`src/rtl/hdmi_timing_gen.sv`:
```
// hdmi_timing_gen: HDMI raster timing generator and pixel sink.
// Drives scan coordinates hx/hy to the upscaler, takes back rgb_h
// PIXEL_LATENCY clocks later, and delays de/hsync/vsync to match it.
// Every coordinate shows up on rgb/de/hsync/vsync PIXEL_LATENCY+1 clocks
// after it is presented on hx/hy.
//
// Ports:
//   clk_h      HDMI pixel clock
//   rst_h_n    asynchronous active-low reset
//   en         start/run request; stopping happens only at the frame boundary
//   hx, hy     registered scan coordinates to the upscaler
//   rgb_h      upscaler pixel, valid PIXEL_LATENCY clocks after hx/hy
//   rgb        aligned pixel, black outside the active area
//   hsync      aligned horizontal sync
//   vsync      aligned vertical sync
//   de         aligned data enable
//   new_frame  high for the whole line hy == NEWFRAME_LINE (not delayed)
//   running    high while in RUN
module hdmi_timing_gen #(
   parameter int unsigned OSCREEN_WIDTH  = 720,
   parameter int unsigned OSCREEN_HEIGHT = 480,
   parameter int unsigned OFRAME_WIDTH   = 858,
   parameter int unsigned OFRAME_HEIGHT  = 525,
   parameter int unsigned HSYNC_START    = 736,
   parameter int unsigned HSYNC_END      = 798,
   parameter int unsigned VSYNC_START    = 489,
   parameter int unsigned VSYNC_END      = 495,
   parameter logic        SYNC_ACTIVE    = 1'b0,
   parameter int unsigned PIXEL_LATENCY  = 2,
   parameter int unsigned NEWFRAME_LINE  = OFRAME_HEIGHT - 3
) (
   input  logic        clk_h,
   input  logic        rst_h_n,
   input  logic        en,
   output logic [9:0]  hx,
   output logic [9:0]  hy,
   input  logic [23:0] rgb_h,
   output logic [23:0] rgb,
   output logic        hsync,
   output logic        vsync,
   output logic        de,
   output logic        new_frame,
   output logic        running
);

   // One spare bit so a bound of 1024 still compares correctly.
   localparam int unsigned CW = 11;
   localparam int unsigned FW = 3;
   localparam logic [CW-1:0] HX_LAST  = CW'(OFRAME_WIDTH - 1);
   localparam logic [CW-1:0] HY_LAST  = CW'(OFRAME_HEIGHT - 1);
   localparam logic [CW-1:0] H_ACT    = CW'(OSCREEN_WIDTH);
   localparam logic [CW-1:0] V_ACT    = CW'(OSCREEN_HEIGHT);
   localparam logic [CW-1:0] HS_START = CW'(HSYNC_START);
   localparam logic [CW-1:0] HS_END   = CW'(HSYNC_END);
   localparam logic [CW-1:0] VS_START = CW'(VSYNC_START);
   localparam logic [CW-1:0] VS_END   = CW'(VSYNC_END);
   localparam logic [CW-1:0] NF_LINE  = CW'(NEWFRAME_LINE);
   localparam logic [FW-1:0] FLUSH_LAST = FW'(PIXEL_LATENCY - 1);
   localparam logic          SYNC_OFF = ~SYNC_ACTIVE;

   typedef enum logic [1:0] {IDLE, FLUSH, RUN} state_t;

   state_t          state;
   logic [FW-1:0]   flush_cnt;
   logic [CW-1:0]   hx_w, hy_w;
   logic            line_end_c, frame_end_c;
   logic [9:0]      hx_next_c, hy_next_c;
   logic            de_raw_c, hs_raw_c, vs_raw_c;

   logic [PIXEL_LATENCY-1:0] de_pipe, hs_pipe, vs_pipe;

   assign hx_w = {1'b0, hx};
   assign hy_w = {1'b0, hy};

   // Counter wrap logic.
   assign line_end_c  = (hx_w == HX_LAST);
   assign frame_end_c = line_end_c && (hy_w == HY_LAST);
   assign hx_next_c   = line_end_c ? 10'd0 : hx + 10'd1;
   assign hy_next_c   = line_end_c ? (frame_end_c ? 10'd0 : hy + 10'd1) : hy;

   // Raw timing from the registered coordinates; idle feeds blanking so the
   // parked 0,0 coordinate never reaches the outputs.
   always_comb begin
      de_raw_c = 1'b0;
      hs_raw_c = SYNC_OFF;
      vs_raw_c = SYNC_OFF;
      if (state != IDLE) begin
         de_raw_c = (hx_w < H_ACT) && (hy_w < V_ACT);
         hs_raw_c = (hx_w >= HS_START && hx_w < HS_END) ? SYNC_ACTIVE : SYNC_OFF;
         vs_raw_c = (hy_w >= VS_START && hy_w < VS_END) ? SYNC_ACTIVE : SYNC_OFF;
      end
   end

   assign new_frame = (hy_w == NF_LINE);

   // Control FSM and scan counters.
   always_ff @(posedge clk_h or negedge rst_h_n) begin
      if (!rst_h_n) begin
         state     <= IDLE;
         flush_cnt <= '0;
         running   <= 1'b0;
         hx        <= '0;
         hy        <= '0;
      end else begin
         case (state)
            IDLE: begin
               if (en) begin
                  state     <= FLUSH;
                  flush_cnt <= '0;
               end
            end
            FLUSH: begin
               flush_cnt <= flush_cnt + FW'(1);
               if (flush_cnt == FLUSH_LAST) begin
                  state   <= RUN;
                  running <= 1'b1;
               end
            end
            RUN: begin
               // Stop only at the frame boundary so the sink always sees whole frames.
               if (frame_end_c && !en) begin
                  state   <= IDLE;
                  running <= 1'b0;
               end
            end
            default: begin
               state   <= IDLE;
               running <= 1'b0;
            end
         endcase

         if (state == IDLE) begin
            hx <= '0;
            hy <= '0;
         end else begin
            hx <= hx_next_c;
            hy <= hy_next_c;
         end
      end
   end

   // Delay line for de/hsync/vsync, PIXEL_LATENCY stages deep.
   always_ff @(posedge clk_h or negedge rst_h_n) begin
      if (!rst_h_n) begin
         de_pipe <= '0;
         hs_pipe <= {PIXEL_LATENCY{SYNC_OFF}};
         vs_pipe <= {PIXEL_LATENCY{SYNC_OFF}};
      end else begin
         de_pipe[0] <= de_raw_c;
         hs_pipe[0] <= hs_raw_c;
         vs_pipe[0] <= vs_raw_c;
         for (int i = 1; i < PIXEL_LATENCY; i++) begin
            de_pipe[i] <= de_pipe[i-1];
            hs_pipe[i] <= hs_pipe[i-1];
            vs_pipe[i] <= vs_pipe[i-1];
         end
      end
   end

   // Output stage: rgb is captured in the same clock as the delayed timing.
   always_ff @(posedge clk_h or negedge rst_h_n) begin
      if (!rst_h_n) begin
         de    <= 1'b0;
         hsync <= SYNC_OFF;
         vsync <= SYNC_OFF;
         rgb   <= '0;
      end else if (state == FLUSH) begin
         de    <= 1'b0;
         hsync <= SYNC_OFF;
         vsync <= SYNC_OFF;
         rgb   <= '0;
      end else begin
         de    <= de_pipe[PIXEL_LATENCY-1];
         hsync <= hs_pipe[PIXEL_LATENCY-1];
         vsync <= vs_pipe[PIXEL_LATENCY-1];
         rgb   <= de_pipe[PIXEL_LATENCY-1] ? rgb_h : 24'h0;
      end
   end

endmodule
```
`config.mk`:
```
export PLATFORM = sky130hd
export DESIGN_NAME = hdmi_timing_gen
export DESIGN_NICKNAME = d
export VERILOG_FILES = /design/src/rtl/hdmi_timing_gen.sv
export SDC_FILE = /design/constraint.sdc
export NUM_CORES = 1
export LEC_CHECK = 0
export BUFFER_PORTS_ARGS = -buffer_cell sky130_fd_sc_hd__buf_2
export CORE_ASPECT_RATIO = 1.1
export CORE_MARGIN = 2
export CORE_UTILIZATION = 55
export DETAILED_ROUTE_END_ITERATION = 7
export GPL_TIMING_DRIVEN = 0
export PLACE_DENSITY = 0.84
export SYNTH_ARGS = -nofsm -noshare
export SYNTH_HDL_FRONTEND = slang
export SYNTH_SLANG_ARGS = --single-unit
export TNS_END_PERCENT = 30
```
`constraint.sdc`:
```
create_clock -name clk_h -period 4.95 [get_ports clk_h]
set_input_delay 0.7425 -clock clk_h [delete_from_list [all_inputs] [get_ports clk_h]]
set_output_delay 0.7425 -clock clk_h [all_outputs]
set_load 0.03 [all_outputs]
```
# Yosys cells after proc, flatten, opt, wreduce, memory -nomap -nowiden
# Index checks and enable logic that the tools add are counted.
classes:
  div: 0
  add_sub_neg: 3
  bitwise: 1
  multipliers: 0
  mux: 24
  shift: 0
  order_cmp: 6
  eq_ne: 9
  n_reduce_logical: 13
ops:
  columns: ["op", "n"]
  rows:
  - ["2-to-1 mux 10 bit", 5]
  - ["2-to-1 mux 24 bit", 2]
  - ["== test 10 bit (second input constant)", 3]
  - ["adder 10 x 1 -> 10 bit (second input constant)", 2]
  - ["less-than comparator 10 bit (second input constant)", 2]
  - ["less-than comparator 10 x 9 -> 1 bit (second input constant)", 2]
  - ["greater-or-equal comparator 10 bit (second input constant)", 1]
  - ["greater-or-equal comparator 10 x 9 -> 1 bit (second input constant)", 1]
  - ["2-to-1 mux 1 bit", 10]
  - ["2-to-1 mux 2 bit", 3]
  - ["inequality test 2 bit (second input constant)", 3]
  - ["one-hot mux 2 bit (3 select lines)", 1]
  - ["one-hot mux 3 bit (2 select lines)", 1]
  - ["AND reduction 3 bit", 2]
  - ["nonzero test 2 bit", 3]
  - ["logical AND 1 bit", 5]
  - ["adder 3 x 1 -> 3 bit (second input constant)", 1]
  - ["== test 3 x 1 -> 1 bit (second input constant)", 1]
  - ["2-to-1 mux 3 bit", 1]
  - ["one-hot mux 1 bit (3 select lines)", 1]
  - ["== test 2 x 1 -> 1 bit (second input constant)", 1]
  - ["== test 2 bit (second input constant)", 1]
  - ["logical NOT 2 bit", 1]
  - ["AND reduction 2 bit", 1]
  - ["other kinds (2)", 2]
word_totals:
  out_inout_bits: 49
  romBits: 0
  word_cells: 68
  ff_bits: 59
  latchBits: 0
  input_bits: 27
  ramBits: 0
  memories: 0

# Depth between registers and ports, before layout
logic_depth:
  ltp_word: 5
  mapped_depth: 6
  ltp_nobuf: 6

# Least setup slack after synthesis
# OpenSTA, ideal clock, no wires.
synth_timing:
  kind: "register to output"
  startpoint: "reg hy[4]"
  endpoint: "out new_frame"
  required_time_ns: 4.208
  t_arrival_ns: 1.698
  n_path_buf: 1
  path_slack_ns: 2.510
  path_stages_with_launch: 5
  path_cell_list: "dfrtp_1 clkbuf_1 nor4_1 nand2_1 nor3_1"
synth_between:
  elab_chain_len: 1
synth_rtl:
  columns: ["item", "line_no", "source"]
  rows:
  - ["from (decl)", "36", "output logic [9:0] hy,"]
  - ["from (signal assigned)", "137", "hy <= hy_next_c;"]
  - ["== test 10 bit", "94", "assign new_frame = (hy_w == NF_LINE);"]
  - ["to (decl)", "42", "output logic new_frame,"]
# No other way between the ends.

# Final worst setup path
# Same ends and word-level chain as after synthesis.

==> results.json <==
{
  "outcome": "completed",
  "num_antenna_cells": 0,
  "clock_latency_ps": 330,
  "cp_num_buf_inv": 2,
  "clk_path_buf_depth": 2,
  "yosys_most_used_dff": "sky130_fd_sc_hd__dfrtp_1",
  "worst_r2r_endpoint": "hy[7]",
  "totalNegativeSetupSlack_ps": 0,
  "cellLeakagePower_nw": 1.684,
  "dp_hpwl_um": 3643,
  "timing.hold.worst_endpoint": "hs_pipe[1]",
  "yosysWarningCount": 0,
  "via_count": 2030,
  "synth.top_cells.by_area": "sky130_fd_sc_hd__dfrtp_1 (52%), sky130_fd_sc_hd__and3_1 (7.6%), sky130_fd_sc_hd__dfstp_2 (6.2%)",
  "post_cts_resize_count": 0,
  "largest_net_degree_at_the_start_of_global_routing": 60,
  "place_ws_ps": 2897,
  "report.final.hold_viol_count": 0,
  "cp_data_arrival_time_ps": 1680,
  "power.combinational.fraction_pct": 33.3,
  "cts_num_sinks": 59,
  "placement.io_buffers": 75,
  "maxSlewHeadroom_pct": 48.86,
  "ioPinCount": 76,
  "drt-vias-per-instance": 5.370,
  "cpMaxStageDelayCell": "sky130_fd_sc_hd__dfrtp_1",
  "critical_path.startpoint_type": "register",
  "grt_util_all_layers_pct": 20.81,
  "crit_chain": "clkbuf_1 > nor4_1 > nand2_1 > nor3_1 > buf_2",
  "power.clock.fraction_pct": 27.1,
  "synth_async_reset_ratio_pct": 100.0,
  "min-delay-start": "hs_pipe[0]",
  "grt_pass1_wl_um": 8431,
  "placement_rows": 26,
  "drt_first_pass_iters": 4,
  "placer_congestion": 0.8300,
  "final.setup_skew_ps": 7.959,
  "core_area_mm2": 0.004554,
  "clk_root_buffer_cell": "sky130_fd_sc_hd__clkbuf_8",
  "power.share.switching_pct": 37.79,
  "post_synth_instance_area_mm2": 0.002560,
  "register_area_share_after_synthesis_pct": 57.97,
  "nets": 354,
  "clock_tree.htree_level_count": 3,
  "layout.core_utilization_pct": 70.52,
  "worstSetupPathType": "reg2out",
  "cap_viol_max_count": 0,
  "finalSetupViolations": 0,
  "pwr_density_cell_mw_per_mm2": 509.2,
  "cp_data_required_time_ps": 4210,
  "worst_slack_ps": 2528,
  "hold_path_depth": 0,
  "synth_fp_nets": 268,
  "crit_fanout": 9,
  "post-cts-setup-buffer-count": 0,
  "total_power_w": 0.001635,
  "finalNonFillerCells": 378,
  "die_x_um": 69.05,
  "synth_cells": 231,
  "grt_pass1_vias": 1886,
  "synthesis.area_per_instance_um2": 11.08,
  "min_period_ps": 2422,
  "reg2regPathDepth": 6,
  "p_seq_share_pct": 39.6,
  "setup.worst_path.end_class": "output pin",
  "slew_viol_final": 0,
  "r2r_slack_ps": 2890,
  "drt_first_iter_violations": 103,
  "netlist.top_cell.by_area": "sky130_fd_sc_hd__dfrtp_1",
  "cp_slowest_stage_delay_ps": 370,
  "final_antenna_net_count": 0,
  "synth_largest_type_area_fraction_pct": 51.81,
  "grt_setup_unrepaired": "false",
  "final.period_utilization_pct": 48.92,
  "register_bit_count_reported_by_yosys": 59,
  "hold_class": "reg2reg",
  "internal-power_w": 0.001017,
  "max_slew.worst_pin.slew_ps": 760.8,
  "cts_tree": "built",
  "ir_drop_v": 0.0003407,
  "clk_pin_slew_worst_paths_ps": 70,
  "crit_family": "simple AND/OR/NAND/NOR gates",
  "initial_antenna_violation_count": 0,
  "layout-area-overhead-vs-synth_pct": 25.46,
  "count_of_hold_buffers_inserted_by_post_cts_repair": 0,
  "tritoncts.num_buffers": 9,
  "final_layout_size_suffix_gt1_share_pct": 32.30,
  "wl_um": 5285,
  "dp.cells": 362,
  "initial_util_pct": 56.21,
  "post-route-drc-count": 0,
  "switchingPower_w": 0.0006180,
  "routed_wire_length_per_instance_um": 13.98,
  "post_synth_num_cell_types": 39,
  "die_area_mm2": 0.005217,
  "vertical_extent_of_the_die_um": 75.56,
  "r2r_start": "hx[1]",
  "synth_enable_flop_cells": 0,
  "globalRoute.totalOverflow": 0,
  "max_clock_freq_mhz": 412.9
}
==> worst max-delay path by stage <==
stage | start | endpoint | slack [ps] | cells past startpoint
6_report | hy[4] | new_frame | 2530 | 5
5_1_grt | hy[4] | new_frame | 2410 | 5
2_1_floorplan | hy[4] | new_frame | 2510 | 4
3_5_place_dp | hy[4] | new_frame | 2900 | 5
3_3_place_gp | hy[4] | new_frame | 2860 | 5
4_1_cts | hy[4] | new_frame | 2520 | 5
==> per-stage QoR <==
| step | hold WS [ps] | area, um^2 |
|---|---|---|
| 2_1_floorplan | 331.2 | 2560 |
| 3_3_place_gp | 334.3 | 3005 |
| 3_5_place_dp | 341.8 | 3005 |
| 4_1_cts | 350.0 | 3209 |
| 5_1_grt | 353.5 | 3212 |
| 6_report | 348.2 | 3212 |
==> cell families (layout without fill, tap and decap cells) <==
| kind of cell | after synthesis | count (layout) | synth area share, % |
|---|---|---|---|
| AOI/OAI and AO/OA | 33 | 33 | 7.820 |
| xor gates and xnor gates | 8 | 8 | 2.737 |
| muxes | 1 | 1 | 0.4399 |
| DFF | 59 | 59 | 57.97 |
| adders and majority gates | 10 | 10 | 4.888 |
| buffers and inverters | 19 | 110 | 2.884 |
| and+or+nand+nor | 101 | 101 | 23.27 |
==> sequential cells by signal, indices dropped and copies added (netlist names) <==
name	cells
state	2
hs_pipe	2
running	1
hsync	1
vs_pipe	2
hy	10
de	1
hx	10
vsync	1
rgb	24
flush_cnt	3
de_pipe	2
==> synth_stat cells, types with 2 or more instances <==
library cell,number
sky130_fd_sc_hd__dfrtp_1,53
sky130_fd_sc_hd__and3_1,31
sky130_fd_sc_hd__nand3_1,14
sky130_fd_sc_hd__nor2_1,13
sky130_fd_sc_hd__o21ai_0,13
sky130_fd_sc_hd__nand2_1,11
sky130_fd_sc_hd__ha_1,10
sky130_fd_sc_hd__clkbuf_1,9
sky130_fd_sc_hd__inv_1,8
sky130_fd_sc_hd__xor2_1,7
sky130_fd_sc_hd__a21oi_1,6
sky130_fd_sc_hd__a31oi_1,6
sky130_fd_sc_hd__dfstp_2,6
sky130_fd_sc_hd__nand2b_1,5
sky130_fd_sc_hd__or3_1,5
sky130_fd_sc_hd__and2_1,4
sky130_fd_sc_hd__nand4_1,4
sky130_fd_sc_hd__nor3_1,3
sky130_fd_sc_hd__and4_1,2
sky130_fd_sc_hd__buf_2,2
==> per-layer routing <==
layer	GRT usage [%]	share of wire, %
met2	33.12	44
met4	9.586	1.6
met1	26.33	46
met5	0	0
met3	7.011	7.8
==> cells in the final DEF, fill, tap and decap left out, types with 2 or more instances in the layout <==
cell type | synthesis | routed
sky130_fd_sc_hd__a21oi_1 | 6 | 6
sky130_fd_sc_hd__a31oi_1 | 6 | 6
sky130_fd_sc_hd__and2_1 | 4 | 4
sky130_fd_sc_hd__and3_1 | 31 | 31
sky130_fd_sc_hd__and4_1 | 2 | 2
sky130_fd_sc_hd__buf_2 | 2 | 76
sky130_fd_sc_hd__clkbuf_1 | 9 | 10
sky130_fd_sc_hd__clkbuf_8 | 0 | 11
sky130_fd_sc_hd__clkinv_2 | 0 | 2
sky130_fd_sc_hd__dfrtp_1 | 53 | 53
sky130_fd_sc_hd__dfstp_2 | 6 | 6
sky130_fd_sc_hd__ha_1 | 10 | 10
sky130_fd_sc_hd__inv_1 | 8 | 8
sky130_fd_sc_hd__nand2_1 | 11 | 11
sky130_fd_sc_hd__nand2b_1 | 5 | 5
sky130_fd_sc_hd__nand3_1 | 14 | 14
sky130_fd_sc_hd__nand4_1 | 4 | 4
sky130_fd_sc_hd__nor2_1 | 13 | 13
sky130_fd_sc_hd__nor3_1 | 3 | 3
sky130_fd_sc_hd__o21ai_0 | 13 | 13
sky130_fd_sc_hd__or3_1 | 5 | 5
sky130_fd_sc_hd__xor2_1 | 7 | 7
==> final cells by class <==
cell class / count / area [um^2]
fillers: 346 / 1343
well taps: 56 / 70.07
inverters: 8 / 30.03
multi-input cells: 153 / 1002
plain buffers: 11 / 43.79
repair buffers: 75 / 377.9
flip-flops and latches: 59 / 1484
clock buffers: 12 / 155.1
clock inverters: 4 / 48.80
==> power groups by stage <==
stage	clock network, W	registers, W	logic (W)
floorplan	0	0.000822	0.000209
global placement	0	0.000651	0.000530
detailed placement	0	0.000657	0.000548
CTS	0.000450	0.000649	0.000551
global route	0.000475	0.000662	0.000596
finish	0.000444	0.000648	0.000544
(Power assumes the default switching activity.)
